File: config.mk
export PLATFORM = sky130hd
export DESIGN_NAME = uart_tx_fsm
export DESIGN_NICKNAME = d
export VERILOG_FILES = /design/src/rtl/uart_tx_fsm_pkg.sv /design/src/rtl/uart_tx_bit_timer.sv /design/src/rtl/uart_tx_fsm.sv
export SDC_FILE = /design/constraint.sdc
export NUM_CORES = 1
export LEC_CHECK = 0
export ABC_AREA = 1
export CORE_MARGIN = 2
export CORE_UTILIZATION = 50
export DETAILED_ROUTE_END_ITERATION = 16
export PLACE_DENSITY = 0.73
export SETUP_SLACK_MARGIN = 0.3
export SYNTH_ARGS = -nofsm -noshare
export SYNTH_HDL_FRONTEND = slang
export SYNTH_HIERARCHICAL = 1
export SYNTH_SLANG_ARGS = --single-unit
File: constraint.sdc
create_clock -name clk_i -period 4 [get_ports clk_i]
set_clock_uncertainty 0.2 [all_clocks]
set_input_delay 0.8 -clock clk_i [delete_from_list [all_inputs] [get_ports clk_i]]
set_output_delay 0.8 -clock clk_i [all_outputs]
set_load 0.1 [all_outputs]
File: src/rtl/uart_tx_fsm_pkg.sv
// Shared definitions for the UART transmitter: state encoding, oversampling
// constants and a parity helper.
package uart_tx_fsm_pkg;

  localparam int unsigned OVERSAMPLE = 16;
  localparam int unsigned TICK_W     = 4;
  localparam int unsigned BCNT_W     = 3;

  typedef logic [TICK_W-1:0] tick_t;
  typedef logic [BCNT_W-1:0] bcnt_t;

  typedef enum logic [2:0] {
    S_IDLE   = 3'd0,
    S_START  = 3'd1,
    S_DATA   = 3'd2,
    S_PARITY = 3'd3,
    S_STOP   = 3'd4
  } state_e;

  // Parity bit for an 8-bit container; unused upper bits must be zero.
  function automatic logic calc_parity(input logic [7:0] data, input logic odd);
    return (^data) ^ odd;
  endfunction

endpackage

File: src/rtl/uart_tx_bit_timer.sv
// Bit-period timer: counts 16x-baud enables and flags the last enable of
// each bit; cleared synchronously when a frame is accepted.
module uart_tx_bit_timer
  import uart_tx_fsm_pkg::*;
(
  input  logic clk_i,
  input  logic rstb_i,
  input  logic baudx16_i,
  input  logic clr_i,
  output logic bit_end_o
);

  tick_t cnt_q;

  always_ff @(posedge clk_i or negedge rstb_i) begin
    if (!rstb_i) begin
      cnt_q <= '0;
    end else if (clr_i) begin
      cnt_q <= '0;
    end else if (baudx16_i) begin
      cnt_q <= cnt_q + 1'b1;
    end
  end

  assign bit_end_o = baudx16_i && (cnt_q == tick_t'(OVERSAMPLE - 1));

endmodule

File: src/rtl/uart_tx_fsm.sv
// UART transmitter: start bit, DATA_W data bits LSB first, optional parity,
// STOP_BITS stop bits; all outputs registered.
module uart_tx_fsm
  import uart_tx_fsm_pkg::*;
#(
  parameter int unsigned DATA_W     = 8,
  parameter bit          PARITY_EN  = 1'b0,
  parameter bit          PARITY_ODD = 1'b0,
  parameter int unsigned STOP_BITS  = 1
) (
  input  logic              clk_i,
  input  logic              rstb_i,
  input  logic              baudx16_i,
  input  logic [DATA_W-1:0] tx_data_i,
  input  logic              tx_valid_i,
  output logic              tx_ready_o,
  output logic              tx_busy_o,
  output logic              tx_done_o,
  output logic              TxD_o
);

  state_e            state_q;
  logic [DATA_W-1:0] shreg_q;
  bcnt_t             bitcnt_q;
  logic              par_q;
  logic              ready_q;
  logic              busy_q;
  logic              done_q;
  logic              txd_q;
  logic              accept;
  logic              bit_end;
  logic [7:0]        data_ext;

  assign accept   = tx_valid_i && ready_q && (state_q == S_IDLE);
  assign data_ext = 8'(tx_data_i);

  uart_tx_bit_timer u_timer (
    .clk_i     (clk_i),
    .rstb_i    (rstb_i),
    .baudx16_i (baudx16_i),
    .clr_i     (accept),
    .bit_end_o (bit_end)
  );

  // TxD_o is driven with the value of the state being entered, so the line
  // changes on the same edge as the state register.
  always_ff @(posedge clk_i or negedge rstb_i) begin
    if (!rstb_i) begin
      state_q  <= S_IDLE;
      shreg_q  <= '0;
      bitcnt_q <= '0;
      par_q    <= 1'b0;
      ready_q  <= 1'b1;
      busy_q   <= 1'b0;
      done_q   <= 1'b0;
      txd_q    <= 1'b1;
    end else begin
      done_q <= 1'b0;
      case (state_q)
        S_IDLE: begin
          txd_q   <= 1'b1;
          ready_q <= 1'b1;
          busy_q  <= 1'b0;
          if (accept) begin
            shreg_q  <= tx_data_i;
            par_q    <= calc_parity(data_ext, PARITY_ODD);
            bitcnt_q <= '0;
            state_q  <= S_START;
            txd_q    <= 1'b0;
            ready_q  <= 1'b0;
            busy_q   <= 1'b1;
          end
        end
        S_START: begin
          if (bit_end) begin
            state_q  <= S_DATA;
            bitcnt_q <= '0;
            txd_q    <= shreg_q[0];
          end
        end
        S_DATA: begin
          if (bit_end) begin
            shreg_q <= shreg_q >> 1;
            if (bitcnt_q == bcnt_t'(DATA_W - 1)) begin
              bitcnt_q <= '0;
              if (PARITY_EN) begin
                state_q <= S_PARITY;
                txd_q   <= par_q;
              end else begin
                state_q <= S_STOP;
                txd_q   <= 1'b1;
              end
            end else begin
              bitcnt_q <= bitcnt_q + 1'b1;
              txd_q    <= shreg_q[1];
            end
          end
        end
        S_PARITY: begin
          if (bit_end) begin
            state_q  <= S_STOP;
            bitcnt_q <= '0;
            txd_q    <= 1'b1;
          end
        end
        S_STOP: begin
          txd_q <= 1'b1;
          if (bit_end) begin
            if (bitcnt_q == bcnt_t'(STOP_BITS - 1)) begin
              state_q  <= S_IDLE;
              bitcnt_q <= '0;
              done_q   <= 1'b1;
              ready_q  <= 1'b1;
              busy_q   <= 1'b0;
            end else begin
              bitcnt_q <= bitcnt_q + 1'b1;
            end
          end
        end
        default: begin
          state_q  <= S_IDLE;
          bitcnt_q <= '0;
          txd_q    <= 1'b1;
          ready_q  <= 1'b1;
          busy_q   <= 1'b0;
        end
      endcase
    end
  end

  assign tx_ready_o = ready_q;
  assign tx_busy_o  = busy_q;
  assign tx_done_o  = done_q;
  assign TxD_o      = txd_q;

endmodule
==> summary.txt <==
Critical path
  • Critical Path Sink: tx_ready_o
  • Startpoint types: register
  • CP Max Fanout: 3
  • Worst Setup End Kind: output port
  • WP buf/inv: 1
  • Critical Path Start: tx_ready_o
  • Critical path depth: 1
  • WP data required: around 3000 ps
  • WP data arrival: 2010 ps
  • Worst reg2reg path depth: 8
  • Slowest cell on the critical path: clkdlybuf4s50_1
  • Cell Chain, Critical Path: clkdlybuf4s50_1
  • CP delay by family, top: buffers and inverters
  • Slowest stage delay, CP: 1140 ps
  • Worst reg2reg setup slack: around 2100 ps
  • Worst R2R End: state_q[2]
  • Kind of critical path: register to output port
  • Worst r2r src: u_timer/cnt_q[0]

Die
  • # IOs: 16
  • Die ar.: between 2000 and 3000 sq um
  • Die W: 54.4 um
  • Core area: 2430 sq um
  • Row count: 18
  • Initial Util: 0.522
  • Die Span Y: 54.4 um

Pwr
  • P per Cell Area: 756 nW/um^2
  • Static leakage: 0.774 nW
  • VDD IR max: 0.000492 V

Layout
  • Antenna Cells: 0
  • Commonest non-fill, non-tap cells in the layout: 69 x nand2_1, 20 x dfrtp_1, 15 x inv_1, 15 x clkdlybuf4s50_1, 12 x nand3_1
  • Most common cell after layout, fill and taps aside: nand2_1
  • Fin nets: 198
  • Proportion of layout cells with a drive suffix above 1: 0.116
  • Design area: 1470 sq um
  • Area Overhead vs Synth: 15.9%

Clocking
  • Post-CTS Resized: 0
  • # Post-CTS Setup Buffers: 0
  • Worst skew pair latency: between 300 and 400 ps
  • Max Root-Sink Buffers: 2
  • CTS Sinks: 22
  • Clock slew at reported path FFs: 120 ps
  • CTS Root Buffer Type: clkbuf_4
  • Num CTS Buffers: 3
  • Cts hold-fix bufs: 0
  • CTS tree: done
  • H-tree depth: 1

Detailed routing
  • DR vias/cell: about 5.1
  • Routed via count: 1071
  • Final wirelength: 2390 um
  • WL per Instance: 11.3 um
  • DRC: 0
  • Starting DRT DRC Count: 32
  • Drt first pass iters: 4
  • Remaining antenna violation count: 0

STA
  • Final setup viols: 0
  • Final hold vios: 0
  • Max-Slew Margin vs Limit: 0.347
  • Pin slew with the least headroom to its limit: 976 ps
  • Post-route minimum period: about 3000 ps
  • Final period utilization: 0.752
  • Max-slew violation count: 0
  • RSZ-0062 raised after global routing: no
  • Max Fclk: 333 MHz
  • Fin Setup TNS: 0 ps

Placed design
  • PortBufs: 15
  • Dpl hpwl: 1740 um
  • Cell Area, Placed: 1430 sq um
  • GPL Wtd Cong: 0.771

Global route
  • Initial antenna violation count: 0
  • Largest net degree at the start of global routing: 23
  • First-pass GRT wire length: 3910 um
  • Aggregate global-route resource usage: 0.180
  • Vias in the first global route: between 900 and 1000
  • GRT overflow: 0

Synth
  • Post-synth EDFFs: 0
  • Synth warn: 6
  • Cells after Synth: 164
  • Post-synth top flop: dfrtp_1
  • #FFs+latches synth: 22
  • Sequential fraction of the synthesis area: 0.436
  • Area contributors post-synth: dfrtp_1 39%, nand2_1 20%, nand3_1 4.7%, inv_1 4.4%, dfstp_2 4.1%
  • Post-Syn Area: 1270 sq um
  • Synth cell types: 27
  • FFs w/ async S/R, synth: 1.00
  • Top-area cell type share of the netlist area: 0.394
  • Avg Cell Area, Syn: 7.74 sq um
  • Net Count, Synth: between 150 and 200
  • Largest area contributor in the netlist: dfrtp_1

Run
  • Max-cap viol count: 0

Worst hold path
  • Hold crit path type: register to register

Run status
  • Status: finished clean
## synthesized netlist by cell type (2+ instances only)
library cell  instances
a21oi_1               6
buf_6                 2
dfrtp_1              20
dfstp_2               2
ha_1                  4
inv_1                15
inv_2                 2
nand2_1              69
nand2_2               2
nand3_1              12
nand3_2               2
nor2_1                8
nor2_4                3
nor3_1                2
o21ai_1               2
o21bai_1              2
## worst min-delay path by stage
| stage | slack, ps | to | depth (start not counted) | from |
|---|---|---|---|---|
| after floorplan | 250 | shreg_q[1] | 2 | shreg_q[1] |
| after global placement | 260 | tx_ready_o | 2 | tx_ready_o |
| after detailed placement | 270 | shreg_q[3] | 2 | shreg_q[3] |
| after CTS | 290 | tx_ready_o | 2 | tx_ready_o |
| after global routing | 310 | shreg_q[4] | 2 | shreg_q[4] |
| final | 290 | tx_ready_o | 2 | tx_ready_o |
## routing by layer
metal,up-vias,global-route usage,part of all wire
met2,24,0.311,0.49
met1,491,0.231,0.48
met4,0,0.0625,0.0059
li1,554,-,-
met5,-,0,0
met3,2,0.0246,0.032
## area by class of cell
| cell class | instances | area (sq um) |
|---|---|---|
| Fill cell | 228 | 962 |
| Multi-Input combinational cell | 121 | 617 |
| Sequential cell | 22 | 553 |
| Timing Repair Buffer | 15 | 150 |
| Inverter | 19 | 76.3 |
| Tap cell | 30 | 37.5 |
| Clock buffer | 4 | 36.3 |
## report_power, final
part | internal, W | leakage [nW] | total [W] | switching, W
registers | 0.000317 | 0.277 | 0.000390 | 0.0000728
clock network | 0.0000556 | 0.0210 | 0.000124 | 0.0000680
logic | 0.000186 | 0.477 | 0.000599 | 0.000413
total | 0.000559 | 0.774 | 0.00111 | 0.000554
## through the flow
step	power (W)	hold slack, ps	instances	utilization	setup WS, ps
floorplan	0.000872	249	164	-	2080
global placement	0.000974	260	207	0.590	1360
detailed placement	0.000992	266	207	0.590	1340
CTS	0.00112	294	211	0.604	992
global route	0.00120	311	211	0.604	953
finish	0.00111	288	211	0.604	994
## tightest hold or removal path, stage by stage, from the launching register on
cell and delay, ps:
dfstp_2 400, inv_1 40, a21oi_1 60
## flip-flops by register name (all words and copies together), names as in the netlist
register / cells
u_timer/cnt_q: 4
TxD_o: 1
tx_busy_o: 1
tx_ready_o: 1
state_q: 3
bitcnt_q: 3
tx_done_o: 1
shreg_q: 8
## kinds of logic after synthesis
kind of cell               count (synthesis)  share of synthesized area
adders and majority gates                  4                     0.0394
DFF                                       22                      0.436
and+or+nand+nor                          103                      0.381
buffers and inverters                     21                     0.0779
AOI/OAI and AO/OA                         14                     0.0661
(Power assumes the default switching activity.)
